--- src/rtl/hps_emif_pkg.sv ---
// Shared types for the HPS EMIF bring-up sequencer: per-channel state codes and field widths.
package hps_emif_pkg;
  localparam int STATE_W = 3;
  localparam int RETRY_W = 4;

  typedef enum logic [STATE_W-1:0] {
    ST_IDLE   = 3'd0,
    ST_HOLD   = 3'd1,
    ST_WAIT   = 3'd2,
    ST_READY  = 3'd3,
    ST_RETRY  = 3'd4,
    ST_FAILED = 3'd5
  } ch_state_e;
endpackage

--- src/rtl/hps_emif_ch_seq.sv ---
// One EMIF channel: cal status synchronisers, bring-up FSM, reset-hold counter,
// calibration timer and retry counter.
module hps_emif_ch_seq
  import hps_emif_pkg::*;
#(
  parameter int RST_HOLD_CYC    = 16,
  parameter int CAL_TIMEOUT_CYC = 1048576,
  parameter int RETRY_MAX       = 3,
  parameter int SYNC_STAGES     = 2
) (
  input  logic               hps_osc_clk,
  input  logic               reset_n,
  input  logic               enable,
  input  logic               cal_success,
  input  logic               cal_fail,
  output logic               emif_rst_n,
  output logic               user_rst_n,
  output ch_state_e          state,
  output logic [RETRY_W-1:0] retries
);
  localparam int HOLD_W = $clog2(RST_HOLD_CYC + 1);
  localparam int TMR_W  = $clog2(CAL_TIMEOUT_CYC);
  localparam logic [HOLD_W-1:0]  HOLD_LAST = HOLD_W'(RST_HOLD_CYC - 1);
  localparam logic [TMR_W-1:0]   TMR_LAST  = TMR_W'(CAL_TIMEOUT_CYC - 1);
  localparam logic [RETRY_W-1:0] RETRY_LIM = RETRY_W'(RETRY_MAX);

  logic [SYNC_STAGES-1:0] succ_sync, fail_sync;
  logic [HOLD_W-1:0]      hold_cnt;
  logic [TMR_W-1:0]       tmr;
  logic                   s_ok, s_fail;

  assign s_ok   = succ_sync[SYNC_STAGES-1];
  assign s_fail = fail_sync[SYNC_STAGES-1];

  always_ff @(posedge hps_osc_clk or negedge reset_n) begin
    if (!reset_n) begin
      succ_sync <= '0;
      fail_sync <= '0;
    end else begin
      succ_sync <= {succ_sync[SYNC_STAGES-2:0], cal_success};
      fail_sync <= {fail_sync[SYNC_STAGES-2:0], cal_fail};
    end
  end

  always_ff @(posedge hps_osc_clk or negedge reset_n) begin
    if (!reset_n) begin
      state      <= ST_IDLE;
      emif_rst_n <= 1'b0;
      user_rst_n <= 1'b0;
      hold_cnt   <= '0;
      tmr        <= '0;
      retries    <= '0;
    end else if (!enable) begin
      state      <= ST_IDLE;
      emif_rst_n <= 1'b0;
      user_rst_n <= 1'b0;
      hold_cnt   <= '0;
      tmr        <= '0;
      retries    <= '0;
    end else begin
      case (state)
        ST_IDLE: begin
          state      <= ST_HOLD;
          retries    <= '0;
          hold_cnt   <= '0;
          emif_rst_n <= 1'b0;
          user_rst_n <= 1'b0;
        end
        ST_HOLD: begin
          if (hold_cnt == HOLD_LAST) begin
            state      <= ST_WAIT;
            emif_rst_n <= 1'b1;
            tmr        <= '0;
          end else begin
            hold_cnt <= hold_cnt + HOLD_W'(1);
          end
        end
        // A fail report outranks a simultaneous success report.
        ST_WAIT: begin
          if (s_fail) begin
            state <= ST_RETRY;
          end else if (s_ok) begin
            state      <= ST_READY;
            user_rst_n <= 1'b1;
          end else if (tmr == TMR_LAST) begin
            state <= ST_RETRY;
          end else begin
            tmr <= tmr + TMR_W'(1);
          end
        end
        ST_READY: begin
          if (s_fail || !s_ok) begin
            state      <= ST_RETRY;
            user_rst_n <= 1'b0;
          end
        end
        ST_RETRY: begin
          emif_rst_n <= 1'b0;
          user_rst_n <= 1'b0;
          if (retries < RETRY_LIM) begin
            retries  <= retries + RETRY_W'(1);
            hold_cnt <= '0;
            state    <= ST_HOLD;
          end else begin
            state <= ST_FAILED;
          end
        end
        ST_FAILED: begin
          emif_rst_n <= 1'b0;
          user_rst_n <= 1'b0;
        end
        default: begin
          state      <= ST_IDLE;
          emif_rst_n <= 1'b0;
          user_rst_n <= 1'b0;
        end
      endcase
    end
  end
endmodule

--- src/rtl/hps_emif_bringup_seq.sv ---
// HPS EMIF bring-up sequencer: NUM_CH independent channel sequencers plus
// registered aggregate ready/fail status.
module hps_emif_bringup_seq
  import hps_emif_pkg::*;
#(
  parameter int NUM_CH          = 2,
  parameter int RST_HOLD_CYC    = 16,
  parameter int CAL_TIMEOUT_CYC = 1048576,
  parameter int RETRY_MAX       = 3,
  parameter int SYNC_STAGES     = 2
) (
  input  logic                        hps_osc_clk,
  input  logic                        reset_n,
  input  logic [NUM_CH-1:0]           ch_enable,
  input  logic [NUM_CH-1:0]           cal_success,
  input  logic [NUM_CH-1:0]           cal_fail,
  output logic [NUM_CH-1:0]           emif_rst_n,
  output logic [NUM_CH-1:0]           user_rst_n,
  output logic [STATE_W*NUM_CH-1:0]   ch_state,
  output logic [RETRY_W*NUM_CH-1:0]   ch_retries,
  output logic                        all_ready,
  output logic                        fail_any
);
  ch_state_e         st [NUM_CH];
  logic [NUM_CH-1:0] rdy, fld;

  for (genvar i = 0; i < NUM_CH; i++) begin : g_ch
    hps_emif_ch_seq #(
      .RST_HOLD_CYC    (RST_HOLD_CYC),
      .CAL_TIMEOUT_CYC (CAL_TIMEOUT_CYC),
      .RETRY_MAX       (RETRY_MAX),
      .SYNC_STAGES     (SYNC_STAGES)
    ) u_ch (
      .hps_osc_clk (hps_osc_clk),
      .reset_n     (reset_n),
      .enable      (ch_enable[i]),
      .cal_success (cal_success[i]),
      .cal_fail    (cal_fail[i]),
      .emif_rst_n  (emif_rst_n[i]),
      .user_rst_n  (user_rst_n[i]),
      .state       (st[i]),
      .retries     (ch_retries[i*RETRY_W +: RETRY_W])
    );
    assign ch_state[i*STATE_W +: STATE_W] = st[i];
    assign rdy[i] = (st[i] == ST_READY);
    assign fld[i] = (st[i] == ST_FAILED);
  end

  // Disabled channels count as ready so they do not block the AND-reduction.
  always_ff @(posedge hps_osc_clk or negedge reset_n) begin
    if (!reset_n) begin
      all_ready <= 1'b0;
      fail_any  <= 1'b0;
    end else begin
      all_ready <= (|ch_enable) && (&(rdy | ~ch_enable));
      fail_any  <= |(fld & ch_enable);
    end
  end
endmodule

--- config.mk ---
export PLATFORM = sky130hd
export DESIGN_NAME = hps_emif_bringup_seq
export DESIGN_NICKNAME = d
export VERILOG_FILES = /design/src/rtl/hps_emif_pkg.sv /design/src/rtl/hps_emif_ch_seq.sv /design/src/rtl/hps_emif_bringup_seq.sv
export SDC_FILE = /design/constraint.sdc
export NUM_CORES = 1
export LEC_CHECK = 0
export CORE_ASPECT_RATIO = 1.5
export CORE_MARGIN = 4
export CORE_UTILIZATION = 54
export CTS_CLUSTER_DIAMETER = 80
export DETAILED_ROUTE_END_ITERATION = 10
export PLACE_DENSITY = 0.81
export SLEW_MARGIN = 20
export SYNTH_ARGS = -nofsm -noshare
export SYNTH_HDL_FRONTEND = slang
export SYNTH_SLANG_ARGS = --single-unit
--- constraint.sdc ---
create_clock -name hps_osc_clk -period 2 [get_ports hps_osc_clk]
set_input_delay 0.5 -clock hps_osc_clk [delete_from_list [all_inputs] [get_ports hps_osc_clk]]
set_output_delay 0.5 -clock hps_osc_clk [all_outputs]
set_load 0.005 [all_outputs]
==> impl_metrics.env, run 1 <==
export IMPL_grt_use_total_pct=26.3
export IMPL_busiest_layer="met2"
export IMPL_design_die_area_um2=9510
export IMPL_final_area_um2=5800
export IMPL_io_buffers=27
export IMPL_core_area_um2=7710
export IMPL_multiInputGateArea_um2=2380
export IMPL_maxCapViolations=0
export IMPL_dp_cells=612
export IMPL_powerDensity_nw_per_um2=629
export IMPL_diodes=0
export IMPL_ys_warnings_count=0
export IMPL_met2_usage_pct=46.2
export IMPL_met3_usage_pct=4.83
export IMPL_r2r_cells=7
export IMPL_ys_top_cells_by_count="78 x dfrtp_1, 45 x nand2_1, 34 x nand3_1"
export IMPL_vias=4372
export IMPL_final_cells=653
export IMPL_routed_wl_mm=13.3
export IMPL_synthesis_nets=471
export IMPL_cts_tree="yes"
export IMPL_path_class="reg2reg"
export IMPL_n_fill_cell=502
export IMPL_crit_buf_inv=0
export IMPL_worst_path_dominant_cell_family="compound AO/OA/AOI/OAI gates"
export IMPL_worstPathRequired_ns=2.21
export IMPL_grt_pass1_wl_mm=19.9
export IMPL_crit_path_end_kind="register"
export IMPL_start_util_pct=55.9
export IMPL_tns_ns=-0.111
export IMPL_avgSynthCellArea_um2=9.48
export IMPL_synth_top_cell_area_share_pct=45.3
export IMPL_synth_cell_types=64
export IMPL_hold_path_class="in2async"
export IMPL_seqCellArea_um2=1970
export IMPL_ys_flop_type="dfrtp_1"
export IMPL_cts_root_buf="clkbuf_16"
export IMPL_grt_max_degree=35
export IMPL_gr_total_overflow=0
export IMPL_nNetsFinal=562
export IMPL_cts_sinks=78
export IMPL_die_w_um=81.0
export IMPL_dpl_instance_area_um2=5010
export IMPL_antenna_found_initial=0
export IMPL_period_share_pct=106
export IMPL_wire_per_inst_um=20.4
export IMPL_cts_clk_slew_worst_paths_ns=0.07
export IMPL_timing_final_hold_violations=0
export IMPL_maxSlewHeadroom_pct=60.3
export IMPL_critPathLaunchType="register"
export IMPL_clock_skew_ns=0.0108
export IMPL_post_synth_top_count_cell="dfrtp_1"
export IMPL_grt_pass1_vias=4279
export IMPL_async_flop_share_pct=100
export IMPL_yosysTopAreaCell="dfrtp_1"
export IMPL_fin_ws_ns=-0.111
export IMPL_place_congestion=0.895
export IMPL_drt_pass1_iter_count=6
export IMPL_h_tree_depth=3
export IMPL_crit_chain="ha_2 > and3_4 > ha_4 > a31oi_2 > o21a_2 > o311ai_0 > o31ai_1"
export IMPL_rsz0062_at_grt="true"
export IMPL_critPathMaxFanout=7
export IMPL_clk_latency_ns=0.35
export IMPL_setup_viol=1
export IMPL_synth_yosys_seq_area_share_pct=45.3
export IMPL_cts_buffers=9
export IMPL_status="finished, violations left"
export IMPL_hold_buffers=0
export IMPL_ys_ff_latch=78
export IMPL_drtAntennaViolNets=0
export IMPL_syn_inst=455
export IMPL_synth_cell_area_um2=4310
export IMPL_arrival_ns=2.32
export IMPL_drt_initial_drc_count=395
export IMPL_ir_drop_uv=650
export IMPL_cts_buffer_depth=2
export IMPL_tightest_slew_ns=0.589
export IMPL_dpl_hpwl_mm=7.89
export IMPL_slew_violations=0
export IMPL_drc_errors=0
export IMPL_crit_cells=7
export IMPL_area_delta_synth_final_pct=34.5
export IMPL_violations="negative setup slack"
export IMPL_rows=39
export IMPL_max_stage_delay_ns=0.45
export IMPL_p_leak_nw=2.48
export IMPL_power_w=0.00365
export IMPL_cpMaxStageDelayCell="o311ai_0"
export IMPL_post_route_cells_drive_above_1_share_pct=28.7
export IMPL_fp_dieH_um=117
export IMPL_dp_slack_ns=-0.347
export IMPL_use_met1_pct=30.0
export IMPL_clock_fmax_mhz=474
export IMPL_timing_final_crit_period_ns=2.11
export IMPL_post_drt_via_cell_ratio=6.70
export IMPL_synth_edf_count=0
export IMPL_io_pins=28
export IMPL_synth_area_leaders="dfrtp_1 45%, nand3_1 3.9%, nand2_1 3.9%, nor2_1 2.4%, o21ai_0 2.4%"
state kept, by name, indices dropped and copies added (netlist names):
| signal | flops |
|---|---|
| g_ch.u_ch.tmr | 40 |
| g_ch.u_ch.hold_cnt | 10 |
| g_ch.u_ch.retries | 8 |
| g_ch.u_ch.state | 6 |
| g_ch.u_ch.fail_sync | 4 |
| g_ch.u_ch.succ_sync | 4 |
| g_ch.u_ch.emif_rst_n | 2 |
| g_ch.u_ch.user_rst_n | 2 |
| all_ready | 1 |
| fail_any | 1 |
stage by stage:
stage / hold slack [ns] / utilization, %
after floorplan: 0.204 / -
after global placement: 0.333 / 65.0
after detailed placement: 0.338 / 65.0
after CTS: 0.107 / 70.4
after global routing: 0.125 / 75.2
final: 0.0968 / 75.2
worst paths after layout:
path	startpoint	to	slack, ns
worst max-delay path	g_ch[0].u_ch.hold_cnt[1]	g_ch[0].u_ch.tmr[4]	-0.11
worst min-delay path	reset_n	g_ch[1].u_ch.hold_cnt[2]	0.1
worst max register to register	g_ch[0].u_ch.hold_cnt[1]	g_ch[0].u_ch.tmr[4]	-0.11
worst min register to register	g_ch[0].u_ch.fail_sync[0]	g_ch[0].u_ch.fail_sync[1]	0.35
max in group asynchronous	reset_n	g_ch[1].u_ch.tmr[7]	1.32
min in group hps_osc_clk	g_ch[0].u_ch.fail_sync[0]	g_ch[0].u_ch.fail_sync[1]	0.35
logic make-up (layout without fill, tap and decap cells):
kind of cell    count (synthesis)  after routing  share of synthesized area (%)
mux                             7              7                           1.74
flops                          78             78                           45.3
simple gates                  187            187                           23.8
compound gates                126            127                           21.4
xor+xnor                        3              3                          0.610
buf+inv                        46            141                           4.90
fa+ha+maj                       8              8                           2.32
power by group:
group          internal, W  switching [W]  leakage (nW)  total, W
clock network      0.00113       0.000674         0.160   0.00180
logic            0.0000960       0.000130          1.28  0.000226
registers          0.00160      0.0000209          1.04   0.00162
final cells by class:
| cell class | count | share of cell area [%] |
|---|---|---|
| multi-input combinational | 332 | 41.0 |
| sequential | 78 | 34.0 |
| timing repair buffer | 104 | 15.9 |
| clock buffer | 11 | 4.18 |
| tap | 102 | 2.20 |
| clock inverter | 5 | 1.42 |
| inverter | 21 | 1.36 |
placed cells by master (no fill, tap or decap), types with 4 or more instances in the layout:
cell type	netlist	routed
buf_4	4	72
dfrtp_1	78	64
nand2_1	45	44
nand3_1	34	33
nor2_1	28	28
clkdlybuf4s50_1	0	26
inv_1	20	19
o21ai_0	21	19
dfrtp_2	0	14
nand4_1	12	12
a21oi_1	12	11
clkbuf_16	0	11
o211ai_1	10	10
or4_1	9	9
a31oi_1	9	8
o311a_1	8	8
o31ai_1	10	8
nor2b_1	7	7
or3_1	7	7
nor3_1	8	7
a22oi_1	6	5
nor4_1	5	5
and3_4	0	4
nand2b_1	4	4
a21o_1	4	4
o311ai_2	0	4
o311ai_1	0	4
or2_2	4	4
and3_1	8	4
timing repair:
action / CTS / global route
gates resized for setup: 18 / 50
endpoints found under the setup margin: 26 / 44
pin swaps: 4 / 15
gates cloned: 1 / 2
setup buffers: 4 / 18
layer usage:
metal / vias up / routed length, µm / part of all wire, %
li1: 1941 / - / -
met1: 2136 / 4760 / 36
met2: 238 / 7120 / 54
met3: 57 / 816 / 6.1
met4: 0 / 602 / 4.5
met5: - / 0 / 0
Power figures use the tool's default switching activity.
==> inputs of run 2 (changes only) <==
REMOVE_ABC_BUFFERS = 1   (was unset)
==> run 2 against run 1 <==
Against the previous run: the run still ends with negative setup slack left; power is 7.1% lower; clock power is 13% lower; sequential power hardly changed; global-route usage is 0.56 points lower; cell area is 3.1% lower; highest routed layer unchanged.
==> impl_metrics.env, run 2 (synthesis results as in run 1) <==
export IMPL_status="finished, violations left"
export IMPL_violations="negative setup slack"
export IMPL_drtAntennaViolNets=0
export IMPL_setup_viol=1
export IMPL_diodes=0
export IMPL_tns_ns=-0.0331
export IMPL_cts_buffer_depth=2
export IMPL_fin_ws_ns=-0.0331
export IMPL_cts_buffers=9
export IMPL_final_area_um2=5620
export IMPL_post_drt_via_cell_ratio=6.50
export IMPL_mostFrequentLayoutCell="dfrtp_1"
export IMPL_reg_top3="g_ch.u_ch.tmr (40), g_ch.u_ch.hold_cnt (10), g_ch.u_ch.retries (8)"
export IMPL_cts_tree="yes"
export IMPL_rsz0062_at_grt="true"
export IMPL_design_die_area_um2=9510
export IMPL_critPathMaxFanout=6
export IMPL_hold_path_class="in2async"
export IMPL_maxCapViolations=0
export IMPL_antenna_found_initial=0
export IMPL_worstPathRequired_ns=2.21
export IMPL_dpl_instance_area_um2=5080
export IMPL_routed_wl_mm=12.3
export IMPL_ff2ff_setup_slack_ns=-0.03
export IMPL_arrival_ns=2.24
export IMPL_maxSlewHeadroom_pct=60.1
export IMPL_hold_slack_ns=0.0558
export IMPL_post_route_cells_drive_above_1_share_pct=25.6
export IMPL_n_fill_cell=563
export IMPL_nNetsFinal=558
export IMPL_path_class="reg2reg"
export IMPL_io_pins=28
export IMPL_critPathLaunchType="register"
export IMPL_vias=4217
export IMPL_h_tree_depth=3
export IMPL_tightest_slew_ns=0.593
export IMPL_io_buffers=27
export IMPL_period_share_pct=102
export IMPL_die_w_um=81.0
export IMPL_fin_util_pct=72.9
export IMPL_clock_skew_ns=0.00553
export IMPL_largest_reg_flops=40
export IMPL_crit_path_end_kind="register"
export IMPL_grt_use_total_pct=25.7
export IMPL_powerDensity_nw_per_um2=603
export IMPL_area_delta_synth_final_pct=30.3
export IMPL_fp_dieH_um=117
export IMPL_place_congestion=0.879
export IMPL_dpl_hpwl_mm=8.06
export IMPL_gr_total_overflow=0
export IMPL_ir_drop_uv=608
export IMPL_drt_initial_drc_count=346
export IMPL_regMostFlops="g_ch.u_ch.tmr"
export IMPL_rows=39
export IMPL_cts_sinks=78
export IMPL_grt_pass1_vias=4205
export IMPL_start_util_pct=55.9
export IMPL_drc_errors=0
export IMPL_clock_fmax_mhz=492
export IMPL_cts_root_buf="clkbuf_16"
export IMPL_dp_slack_ns=-0.303
export IMPL_cts_clk_slew_worst_paths_ns=0.06
export IMPL_timing_final_crit_period_ns=2.03
export IMPL_drt_pass1_iter_count=7
export IMPL_core_area_um2=7710
export IMPL_mostFrequentLayoutCells="69 x dfrtp_1, 68 x buf_4, 44 x nand2_1"
export IMPL_p_leak_nw=2.44
export IMPL_clk_latency_ns=0.35
export IMPL_slew_violations=0
export IMPL_grt_pass1_wl_mm=19.5
export IMPL_grt_max_degree=39
export IMPL_timing_final_hold_violations=0
export IMPL_wire_per_inst_um=19.0
[run 2: per-stage QoR]
step,cells,power (W)
after floorplan,430,0.00170
after global placement,621,0.00183
after detailed placement,621,0.00184
after CTS,638,0.00337
after global routing,649,0.00349
final,649,0.00339
[run 2: routing by layer]
metal	up-vias	track usage [%]	share of wire, %
met4	0	11.2	3.6
met5	-	0	0
li1	1917	-	-
met1	2061	30.9	39
met3	50	5.14	5.2
met2	189	43.6	52
[run 2: timing repair]
item,CTS,global route
resized for setup,14,36
cloned,0,1
hold buffers,0,0
pin swaps,2,14
endpoints found under the hold margin,0,0
buffers inserted,1,10
setup endpoints to repair,23,41
[run 2: path summary, 6_finish.rpt]
check | depth (start not counted) | end | from
min | 1 | g_ch[1].u_ch.retries[2] | reset_n
max in group asynchronous | 2 | g_ch[1].u_ch.tmr[6] | reset_n
max reg2reg | 7 | g_ch[1].u_ch.tmr[4] | g_ch[1].u_ch.hold_cnt[0]
max | 7 | g_ch[1].u_ch.tmr[4] | g_ch[1].u_ch.hold_cnt[0]
min reg2reg | 0 | g_ch[1].u_ch.fail_sync[1] | g_ch[1].u_ch.fail_sync[0]
min in group hps_osc_clk | 0 | g_ch[1].u_ch.fail_sync[1] | g_ch[1].u_ch.fail_sync[0]
[run 2: cell type report]
class / instances / area (µm²) / area share, %
multi-input combinational: 332 / 2300 / 40.9
clock inverter: 5 / 33.8 / 0.601
sequential: 78 / 1960 / 34.9
timing repair buffer: 100 / 863 / 15.4
inverter: 21 / 82.6 / 1.47
clock buffer: 11 / 253 / 4.50
tap: 102 / 128 / 2.27
[run 2: report_power, final]
part           total [W]  internal (W)  switching [W]
logic           0.000206     0.0000846       0.000121
clock network    0.00156      0.000905       0.000658
registers        0.00162       0.00160      0.0000219
[run 2: critical path: stages, from the launching register on]
cell	delay, ns
dfrtp_1	0.35
ha_1	0.18
and3_1	0.17
ha_2	0.20
a22oi_2	0.11
o21a_2	0.31
o311ai_0	0.42
o31ai_1	0.15
==> inputs of run 3 (changes only) <==
ABC_AREA = 1   (was unset)
PLACE_DENSITY = 0.8   (was 0.81)
SETUP_SLACK_MARGIN = 0.2   (was unset)
==> run 3 against run 2 <==
Against the previous run: the run now ends clean; power increased by 74%; fmax grew 12%; register-to-register slack better by 0.22 ns; clock power is essentially flat; final cell count increased by 33%; worst setup slack better by 0.22 ns; synthesized area increased by 10%; largest cell class unchanged.
==> impl_metrics.env, run 3 <==
export IMPL_place_congestion=0.910
export IMPL_async_flop_share_pct=100
export IMPL_post_synth_top_count_cell="nand2_1"
export IMPL_final_cells=860
export IMPL_ir_drop_uv=1260
export IMPL_synth_top_cell_area_share_pct=41.1
export IMPL_cts_sinks=78
export IMPL_dp_cells=820
export IMPL_timing_final_hold_violations=0
export IMPL_hold_slack_ns=0.0460
export IMPL_ys_warnings_count=0
export IMPL_slew_violations=0
export IMPL_drt_pass1_iter_count=5
export IMPL_synth_cell_types=31
export IMPL_fin_ws_ns=0.183
export IMPL_yosysTopAreaCell="dfrtp_1"
export IMPL_worstPathRequired_ns=2.28
export IMPL_p_leak_nw=2.85
export IMPL_setup_viol=0
export IMPL_maxSlewHeadroom_pct=67.9
export IMPL_h_tree_depth=3
export IMPL_period_share_pct=90.9
export IMPL_rsz0062_at_grt="true"
export IMPL_cts_tree="yes"
export IMPL_path_class="reg2reg"
export IMPL_post_route_cells_drive_above_1_share_pct=19.4
export IMPL_tns_ns=0
export IMPL_seqCellArea_um2=1960
export IMPL_critPathLaunchType="register"
export IMPL_rows=41
export IMPL_core_area_um2=8520
export IMPL_drc_errors=0
export IMPL_tightest_slew_ns=0.478
export IMPL_grt_max_degree=42
export IMPL_cts_buffers=9
export IMPL_mostFrequentLayoutCells="211 x nand2_1, 98 x nor2_1, 74 x dfrtp_1"
export IMPL_design_die_area_um2=10400
export IMPL_io_pins=28
export IMPL_diodes=0
export IMPL_nNetsFinal=766
export IMPL_cts_root_buf="clkbuf_16"
export IMPL_n_fill_cell=639
export IMPL_io_buffers=27
export IMPL_synth_cell_area_um2=4750
export IMPL_clock_fmax_mhz=550
export IMPL_drt_initial_drc_count=272
export IMPL_mostFrequentLayoutCell="nand2_1"
export IMPL_multiInputGateArea_um2=2650
export IMPL_crit_path_end_kind="register"
export IMPL_synth_yosys_seq_area_share_pct=41.1
export IMPL_crit_chain="ha_4 > nand2_4 > nor2_4 > nand2_2 > inv_2 > nand3_2 > nand2_2 > nand2_2 > nand2_8 > clkbuf_16 > nand2_4 > nand2_1"
export IMPL_maxCapViolations=0
export IMPL_grt_use_total_pct=23.2
export IMPL_area_delta_synth_final_pct=27.1
export IMPL_fp_dieH_um=123
export IMPL_reg_top3="g_ch.u_ch.tmr (40), g_ch.u_ch.hold_cnt (10), g_ch.u_ch.retries (8)"
export IMPL_largest_reg_flops=40
export IMPL_cts_buffer_depth=2
export IMPL_cts_clk_slew_worst_paths_ns=0.06
export IMPL_status="complete, no violations"
export IMPL_regMostFlops="g_ch.u_ch.tmr"
export IMPL_synth_area_leaders="dfrtp_1 41%, nand2_1 19%, nor2_1 8.0%, nand3_1 6.1%, inv_1 4.4%"
export IMPL_hold_path_class="in2async"
export IMPL_antenna_found_initial=0
export IMPL_vias=4792
export IMPL_cp_common_cell="nand2_2"
export IMPL_die_w_um=84.6
export IMPL_post_drt_via_cell_ratio=5.57
export IMPL_dp_slack_ns=-0.00782
export IMPL_clk_latency_ns=0.34
export IMPL_syn_inst=676
export IMPL_avgSynthCellArea_um2=7.02
export IMPL_grt_pass1_wl_mm=19.5
export IMPL_ys_flop_type="dfrtp_1"
export IMPL_ys_top_cells_by_count="235 x nand2_1, 101 x nor2_1, 78 x dfrtp_1"
export IMPL_arrival_ns=2.10
export IMPL_ys_ff_latch=78
export IMPL_clock_skew_ns=0.00584
export IMPL_start_util_pct=55.8
export IMPL_dpl_hpwl_mm=8.14
export IMPL_critPathMaxFanout=5
export IMPL_grt_pass1_vias=4457
export IMPL_gr_total_overflow=0
export IMPL_powerDensity_nw_per_um2=974
export IMPL_max_stage_delay_ns=0.46
export IMPL_synth_edf_count=0
export IMPL_timing_final_crit_period_ns=1.82
export IMPL_cpMaxStageDelayCell="dfrtp_1"
export IMPL_wire_per_inst_um=15.3
export IMPL_routed_wl_mm=13.2
export IMPL_drtAntennaViolNets=0
export IMPL_power_w=0.00588
run 3: cell types whose count changed after synthesis, sizes merged, moves of 10 or more:
cell	previous run	this run
o311ai	12	0
nor2	28	112
clkbuf	15	0
o211ai	10	0
inv	20	65
nand3	34	65
nand2	45	244
run 3: where the power goes:
group	total [W]	leakage [nW]	internal (W)	switching (W)
clock network	0.00154	0.133	0.000894	0.000651
logic	0.00251	1.66	0.00105	0.00146
registers	0.00182	1.06	0.00171	0.000115
total	0.00588	2.85	0.00365	0.00223
run 3: timing repair:
| action | 4_1_cts | 5_1_grt |
|---|---|---|
| resized for setup | 9 | 63 |
| hold buffers | 0 | 0 |
| gates cloned | 0 | 5 |
| setup endpoints to repair | 32 | 49 |
| pin swaps | 1 | 20 |
| setup buffers | 5 | 16 |
run 3: critical path, delay by kind of cell (launching register included):
kind | cells | cell delay (ns)
and+or+nand+nor | 9 | 0.85
DFF | 1 | 0.46
adders and majority gates | 1 | 0.19
buffers and inverters | 2 | 0.25
run 3: metrics by stage:
step           utilization [%]  cell area (µm²)
2_1_floorplan                -             4630
3_3_place_gp              61.8             5270
3_5_place_dp              61.8             5270
4_1_cts                   65.9             5610
5_1_grt                   70.9             6040
6_report                  70.9             6040
run 3: cell families (layout without fill, tap and decap cells):
| logic type | after synthesis | count (layout) | synth area share [%] |
|---|---|---|---|
| simple gates | 448 | 449 | 40.7 |
| buf+inv | 80 | 156 | 7.69 |
| flops | 78 | 78 | 41.1 |
| compound gates | 47 | 47 | 5.59 |
| xor+xnor | 13 | 13 | 2.40 |
| fa+ha+maj | 8 | 8 | 2.11 |
| mux | 2 | 2 | 0.422 |
run 3: metal layers:
metal,vias to the layer above,GRT usage [%],share of wire (%)
met5,-,0,0
li1,2296,-,-
met1,2271,25.3,36
met2,169,43.6,55
met4,0,11.0,4.1
met3,56,3.69,4.6
run 3: path summary, 6_finish.rpt:
kind                                      startpoint                         to  slack, ns  cells after the start
max in group asynchronous                    reset_n        g_ch[0].u_ch.tmr[7]       1.37                      2
min in group hps_osc_clk   g_ch[0].u_ch.fail_sync[0]  g_ch[0].u_ch.fail_sync[1]       0.35                      0
min                                          reset_n   g_ch[1].u_ch.hold_cnt[3]       0.05                      1
max reg2reg                      g_ch[1].u_ch.tmr[0]       g_ch[1].u_ch.tmr[10]       0.18                     12
max                              g_ch[1].u_ch.tmr[0]       g_ch[1].u_ch.tmr[10]       0.18                     12
min reg2reg                g_ch[0].u_ch.fail_sync[0]  g_ch[0].u_ch.fail_sync[1]       0.35                      0
run 3: final cells by class:
cell class	instances	share of cell area (%)
repair buffers	77	12.8
inverters	65	4.23
flip-flops and latches	78	32.4
clock inverters	3	0.352
multi-input cells	519	43.8
well taps	107	2.22
clock buffers	11	4.19
